File: config.mk
export PLATFORM = sky130hd
export DESIGN_NAME = multicycle_ctrl
export DESIGN_NICKNAME = d
export VERILOG_FILES = /design/src/rtl/multicycle_ctrl.sv
export SDC_FILE = /design/constraint.sdc
export NUM_CORES = 1
export LEC_CHECK = 0
export BUFFER_PORTS_ARGS = -buffer_cell sky130_fd_sc_hd__clkbuf_2
export CORE_MARGIN = 1.5
export CORE_UTILIZATION = 49
export DETAILED_ROUTE_END_ITERATION = 7
export PLACE_DENSITY = 0.88
export SYNTH_ARGS = -nofsm -noshare
export SYNTH_HDL_FRONTEND = slang
export SYNTH_SLANG_ARGS = --single-unit
File: constraint.sdc
create_clock -name clk -period 2.35 [get_ports clk]
set_clock_uncertainty 0.15 [all_clocks]
set_input_delay 0.47 -clock clk [delete_from_list [all_inputs] [get_ports clk]]
set_output_delay 0.47 -clock clk [all_outputs]
set_load 0.02 [all_outputs]
File: src/rtl/multicycle_ctrl.sv
// Multi-cycle FETCH/DECODE/EXEC/MEM/WB sequencer for the 16-bit core's shared datapath.
// Also holds the Z/V/N flag register, evaluates branch conditions and times out stalled memory accesses.
module multicycle_ctrl #(
  parameter int unsigned STALL_LIMIT = 255
) (
  input  logic        clk,
  input  logic        rst,
  input  logic [15:0] instr,
  input  logic        mem_ack,
  input  logic [2:0]  flags_in,
  output logic        mem_req,
  output logic        mem_we,
  output logic        mem_addr_sel,
  output logic        ir_ld,
  output logic        pc_ld,
  output logic [1:0]  pc_sel,
  output logic [3:0]  alu_op,
  output logic        alu_src_imm,
  output logic        rf_we,
  output logic [1:0]  rf_wsel,
  output logic [2:0]  flags,
  output logic        halted,
  output logic        err
);

  typedef enum logic [2:0] {
    S_FETCH,
    S_DECODE,
    S_EXEC,
    S_MEM,
    S_WB,
    S_HALT
  } state_t;

  localparam logic [3:0] ALU_NOP = 4'b1100;

  state_t      state_q;
  logic [7:0]  stall_q;
  logic [2:0]  flags_q;
  logic        err_q;
  logic [1:0]  wsel_q;

  logic [3:0]  op;
  logic [2:0]  ccc;
  logic        is_lw;
  logic        is_sw;
  logic        is_mem;
  logic        is_br;
  logic        imm_op;
  logic        cond_true;
  logic        stall_hit;
  logic [3:0]  alu_code;

  assign op     = instr[15:12];
  assign ccc    = instr[11:9];
  assign is_lw  = (op == 4'b1000);
  assign is_sw  = (op == 4'b1001);
  assign is_mem = (op[3:1] == 3'b100);
  assign is_br  = (op[3:1] == 3'b110);
  assign imm_op = op inside {4'b0100, 4'b0101, 4'b0110, 4'b1000, 4'b1001, 4'b1010, 4'b1011};
  assign stall_hit = (stall_q == 8'(STALL_LIMIT - 1));

  // Immediate/register fields belong to the datapath, not to this sequencer.
  logic unused_fields;
  assign unused_fields = ^instr[8:0];

  always_comb begin
    alu_code = ALU_NOP;
    if (!op[3])              alu_code = op;
    else if (is_mem)         alu_code = 4'b1010;
    else if (op == 4'b1010)  alu_code = 4'b1000;
    else if (op == 4'b1011)  alu_code = 4'b1001;
  end

  // Flags are {Z,V,N}; branches look at the register value, never at flags_in.
  always_comb begin
    cond_true = 1'b0;
    case (ccc)
      3'b000: cond_true = !flags_q[2];
      3'b001: cond_true = flags_q[2];
      3'b010: cond_true = !flags_q[2] && !flags_q[0];
      3'b011: cond_true = flags_q[0];
      3'b100: cond_true = flags_q[2] || (!flags_q[2] && !flags_q[0]);
      3'b101: cond_true = flags_q[0] || flags_q[2];
      3'b110: cond_true = flags_q[1];
      default: cond_true = 1'b1;
    endcase
  end

  always_ff @(posedge clk) begin
    if (rst) begin
      state_q <= S_FETCH;
      stall_q <= 8'd0;
      flags_q <= 3'b000;
      err_q   <= 1'b0;
      wsel_q  <= 2'd0;
    end else begin
      case (state_q)
        S_FETCH, S_MEM: begin
          if (mem_ack) begin
            stall_q <= 8'd0;
            if (state_q == S_FETCH) begin
              state_q <= S_DECODE;
            end else if (is_lw) begin
              wsel_q  <= 2'd1;
              state_q <= S_WB;
            end else begin
              state_q <= S_FETCH;
            end
          end else if (stall_hit) begin
            stall_q <= 8'd0;
            err_q   <= 1'b1;
            state_q <= S_HALT;
          end else begin
            stall_q <= stall_q + 8'd1;
          end
        end
        S_DECODE: begin
          stall_q <= 8'd0;
          state_q <= (op == 4'b1111) ? S_HALT : S_EXEC;
        end
        S_EXEC: begin
          stall_q <= 8'd0;
          case (op)
            4'b0000, 4'b0001:                   flags_q    <= flags_in;
            4'b0010, 4'b0100, 4'b0101, 4'b0110: flags_q[2] <= flags_in[2];
            default: ;
          endcase
          if (is_mem) begin
            state_q <= S_MEM;
          end else if (is_br) begin
            state_q <= S_FETCH;
          end else begin
            wsel_q  <= (op == 4'b1110) ? 2'd2 : 2'd0;
            state_q <= S_WB;
          end
        end
        S_WB: begin
          stall_q <= 8'd0;
          state_q <= S_FETCH;
        end
        S_HALT: state_q <= S_HALT;
        default: state_q <= S_FETCH;
      endcase
    end
  end

  always_comb begin
    mem_req      = 1'b0;
    mem_we       = 1'b0;
    mem_addr_sel = 1'b0;
    ir_ld        = 1'b0;
    pc_ld        = 1'b0;
    pc_sel       = 2'd0;
    alu_op       = ALU_NOP;
    alu_src_imm  = 1'b0;
    rf_we        = 1'b0;
    rf_wsel      = wsel_q;
    flags        = flags_q;
    halted       = 1'b0;
    err          = err_q;
    case (state_q)
      S_FETCH: begin
        mem_req = 1'b1;
        if (mem_ack) begin
          ir_ld = 1'b1;
          pc_ld = 1'b1;
        end
      end
      S_EXEC: begin
        alu_op      = alu_code;
        alu_src_imm = imm_op;
        if (is_br && cond_true) begin
          pc_ld  = 1'b1;
          pc_sel = op[0] ? 2'd2 : 2'd1;
        end
      end
      S_MEM: begin
        mem_req      = 1'b1;
        mem_addr_sel = 1'b1;
        mem_we       = is_sw;
        alu_op       = alu_code;
        alu_src_imm  = imm_op;
      end
      S_WB:   rf_we  = 1'b1;
      S_HALT: halted = 1'b1;
      default: ;
    endcase
    // An instruction caught by reset must not load or write anything on that edge.
    if (rst) begin
      mem_we       = 1'b0;
      mem_addr_sel = 1'b0;
      ir_ld        = 1'b0;
      pc_ld        = 1'b0;
      pc_sel       = 2'd0;
      alu_op       = ALU_NOP;
      alu_src_imm  = 1'b0;
      rf_we        = 1'b0;
      rf_wsel      = 2'd0;
      flags        = 3'b000;
      halted       = 1'b0;
      err          = 1'b0;
    end
  end

endmodule

# --- After elaboration in Yosys (flattened, before gate mapping) ---
# Cells that the tools add are included.
totals:
  reg_bits: 17
  input_bits: 22
  output_inout_bits: 20
  elab_cells: 109
classes:
  add_sub_neg: 1
  n_eq_ne: 31
  muxes: 49
  bitwise_logic: 1
  n_reduce_logical: 21
op_table:
  columns: ["operator", "n"]
  rows:
  - ["two-way mux 3 bit", 11]
  - ["equality test 4 bit, second input constant", 6]
  - ["two-way mux 2 bit", 11]
  - ["equality test 3 bit, second input constant", 7]
  - ["two-way mux 1 bit", 17]
  - ["two-way mux 8 bit", 2]
  - ["one-hot mux 8 bit (2 select lines)", 1]
  - ["equality test 3 x 2 -> 1 bit, second input constant", 4]
  - ["equality test 4 x 3 -> 1 bit, second input constant", 3]
  - ["two-way mux 4 bit", 3]
  - ["one-hot mux 3 bit (4 select lines)", 1]
  - ["adder 8 x 1 -> 8 bit, second input constant", 1]
  - ["equality test 8 bit, second input constant", 1]
  - ["one-hot mux 1 bit (7 select lines)", 1]
  - ["nonzero test 7 bit", 1]
  - ["equality test 3 x 1 -> 1 bit, second input constant", 2]
  - ["zero test 3 bit", 2]
  - ["!= test 2 bit, second input constant", 3]
  - ["AND reduction 6 bit", 1]
  - ["OR reduction 2 bit", 3]
  - ["OR reduction 6 bit", 1]
  - ["equality test 4 x 1 -> 1 bit, second input constant", 1]
  - ["equality test 4 x 2 -> 1 bit, second input constant", 1]
  - ["zero test 4 bit", 1]
  - ["12 further kinds", 18]

# --- Longest topological paths before layout ---
logic_depth:
  word_depth: 8
  depth_mapped: 7
  ltp_nobuf: 6

# --- Worst setup path after synthesis ---
# Ideal clock, no wire load.
synth_path:
  path_type: "reg-to-output"
  from: "register state_q[2]"
  to: "output port pc_sel[0]"
  arrival_time_ns: 1.576
  required_time_ns: 1.730
  slack_ns: 0.154
  path_stages_with_launch: 6
  path_buffers: 1
  path_cell_list: "dfxtp_1 > clkbuf_1 > nor2_1 > nor4b_1 > nand4_1 > nor2_1"
synth_via:
  elab_chain_cells: 3
synth_lines:
  columns: ["item", "line", "text"]
  rows:
  - ["from (decl)", "37", "state_t state_q;"]
  - ["from (signal assigned)", "120", "state_q <= (op == 4'b1111) ? S_HALT : S_EXEC;"]
  - ["equality test 3 x 2 -> 1 bit", "162", "case (state_q)"]
  - ["two-way mux 2 bit", "162", null]
  - ["two-way mux 2 bit", "190", "if (rst) begin"]
  - ["to (decl)", "16", "output logic [1:0] pc_sel,"]
# Every way passes these cells.

# --- Worst setup path after layout ---
layout_path:
  from: "input port instr[10]"
  to: "output port pc_ld"
layout_via:
  elab_chain_cells: 6
  word_cells_on_any_way: 12
  classes_between: "6 x eq/ne; 4 x mux; 2 x reduce/logical"
layout_lines:
  columns: ["item", "line", "text"]
  rows:
  - ["from (decl)", "8", "input logic [15:0] instr,"]
  - ["equality test 3 bit (tied with other cells)", "78", "case (ccc)"]
  - ["one-hot mux 1 bit (7 select lines) (*)", "78", null]
  - ["logical AND 1 bit (*)", "173", "if (is_br && cond_true) begin"]
  - ["two-way mux 1 bit (*)", "173", null]
  - ["one-hot mux 1 bit (2 select lines) (*)", "162", null]
  - ["two-way mux 1 bit (*)", "190", null]
  - ["to (decl)", "15", "output logic pc_ld,"]
# Every way passes the cells marked *; elsewhere a longest branch is shown, timed or not.

==> results.json <==
{
  "drt_iter0_markers": 35,
  "synth_warnings": 0,
  "globalRoute.totalOverflow": 0,
  "cts-htree-levels": 1,
  "start_kind": "primary input",
  "syn-num-nets": 178,
  "critPathMostFrequentCell": "clkbuf_2",
  "grt_pass1_wl_um": 5240,
  "max-slew-margin-rel_pct": 71.3,
  "dieArea_mm2": 0.00275,
  "cts_tree": "built",
  "synth_top_area_share_pct": 28.4,
  "numCtsBuffers": 3,
  "max_cap_violations": 0,
  "fin_nets": 213,
  "outcome": "finished, final reports clean",
  "drv_slew": 0,
  "grtUsageMet1_pct": 31.3,
  "rsz0062_at_grt": "no",
  "top_usage_layer": "met2",
  "ys_seq_elements": 17,
  "num_rows": 17,
  "r2r_slack_ns": 0.37,
  "avgViaCountPerCell": 6.10,
  "antenna_left": 0,
  "grt.met3_usage_pct": 5.43,
  "cts.sinks": 17,
  "detail_route.wl_per_cell_um": 14.7,
  "cts_buffer_depth": 2,
  "crit_type": "in2out",
  "utilization_pct": 64.6,
  "grt_start_max_net_pins": 24,
  "num_io_pins": 42,
  "antennaDiodeCount": 0,
  "clock.fmax_ghz": 0.443,
  "synthesis.area_mm2": 0.00120,
  "core-area_mm2": 0.00225,
  "antenna_found_initial": 0,
  "synth.most_common_cell": "nor2_1",
  "vias": 1317,
  "powerDensity_mw_per_mm2": 683,
  "globalplace.congestion": 0.926,
  "cts_root_buffer": "clkbuf_4",
  "worst_pin_slew_ns": 0.429,
  "setup_tns_ns": 0,
  "async_flop_share_pct": 0,
  "dp_hpwl_um": 2380,
  "hold_path.class": "in2reg",
  "grt_pass1_vias": 1205,
  "ys_top_cells_by_count": "nor2_1, dfxtp_1, nor2b_1",
  "syn_area_per_cell_um2": 7.78,
  "hold_viol": 0,
  "synth_area_leaders": "dfxtp_1, nor2_1, nor2b_1",
  "path_buf_inv": 2,
  "cp_data_required_time_ns": 1.73,
  "drcViolationCount": 0,
  "die_w_um": 52.4,
  "finalCriticalPeriod_ns": 2.26,
  "end_kind": "output port",
  "firstDrtPassIters": 5,
  "whs_ns": 0.262,
  "place_inst": 212,
  "fill_cells": 200,
  "syn_to_final_growth_pct": 21.6,
  "yosys.area.top_type": "dfxtp_1",
  "cp.arrival_ns": 1.64,
  "ctsHoldBuffers": 0,
  "path_clk_slew_ns": 0.10,
  "grt_usage_pct": 25.2,
  "peakVddDrop_uv": 512,
  "critPathTopFamily": "multiplexers",
  "synth_edf_count": 0,
  "start_util_pct": 53.1,
  "crit_chain": "clkbuf_2, mux2_2, a211o_1, nand4_1, nand2_1, clkbuf_2",
  "synthCells": 154,
  "slowest_delay_ns": 0.33,
  "synth_cell_types": 38,
  "critical_path.slowest_cell": "mux2_2",
  "setup_viol": 0,
  "die_y_um": 52.4,
  "clk_latency_ns": 0.29,
  "port_buffers": 32,
  "drive_gt1_share_pct": 28.2,
  "power.leakage_nw": 0.656,
  "critPathMaxFanout": 4,
  "synthFlopType": "dfxtp_1",
  "drt_wl_total_um": 3170,
  "fin_crit_sh_pct": 96.0,
  "stdcell_count": 216,
  "met2_usage_pct": 43.8,
  "yosysSeqAreaShare_pct": 28.4
}
cell type report:
type / count / area [µm²] / share of cell area (%)
multi-input combinational: 122 / 816 / 56.0
sequential: 17 / 343 / 23.5
timing repair buffer: 39 / 213 / 14.6
tap: 28 / 35.0 / 2.41
clock buffer: 3 / 22.5 / 1.55
inverter: 6 / 22.5 / 1.55
clock inverter: 1 / 5.00 / 0.344
per-layer routing:
layer | vias up | share of wire, % | routed length (µm)
met3 | 6 | 6.4 | 204
met1 | 621 | 41 | 1300
li1 | 628 | - | -
met4 | 0 | 1.7 | 54
met2 | 62 | 51 | 1610
met5 | - | 0 | 0
cell usage in the layout (no fill, tap or decap), types with 7 or more instances in the layout:
cell      count
dfxtp_1      15
nor2b_1       9
clkbuf_2     32
nand2_1       7
buf_4         7
a21oi_1       8
nor2_1       20
final timing paths:
kind,startpoint,endpoint,cells past startpoint
max,instr[10],pc_ld,6
min,flags_in[2],flags_q[2],3
max reg2reg,state_q[1],stall_q[5],5
min reg2reg,err_q,err_q,2
kinds of logic after synthesis:
logic type / share of synthesized area, %
adder cells (fa/ha/maj): 2.09
flip-flops: 28.4
buffers and inverters: 5.12
AO/OA/AOI/OAI: 21.9
XOR/XNOR: 0.732
AND/OR/NAND/NOR: 35.7
multiplexers: 5.96
per-stage QoR:
step	setup WS (ns)	area (µm²)	power [mW]
after global placement	0.192	1410	0.783
after CTS	0.0385	1440	0.967
after global routing	0.0100	1460	1.06
after floorplan	0.154	1200	0.669
final	0.0938	1460	0.995
after detailed placement	0.107	1410	0.812
worst reg2reg max path, delay by kind of cell, from the launching register on:
kind	cells	cell delay [ns]
compound gates	2	0.46
xor+xnor	1	0.18
flops	1	0.36
buf+inv	1	0.18
simple gates	1	0.60
sequential cells by signal, indices dropped and copies added, names as in the netlist:
signal and cells:
stall_q 8, flags_q 3, state_q 3, wsel_q 2
err_q 1
report_power, final:
group	switching (mW)	total, mW	internal (mW)
combinational	0.281	0.461	0.180
sequential	0.0578	0.379	0.321
clock	0.0916	0.155	0.0633
total	0.431	0.995	0.564
timing repair:
| item | in CTS | in global routing |
|---|---|---|
| endpoints found under the setup margin | 3 | 5 |
| pin swaps | 0 | 1 |
| resized for setup | 1 | 5 |
| setup buffers | 0 | 0 |
Power figures use the tool's default switching activity.
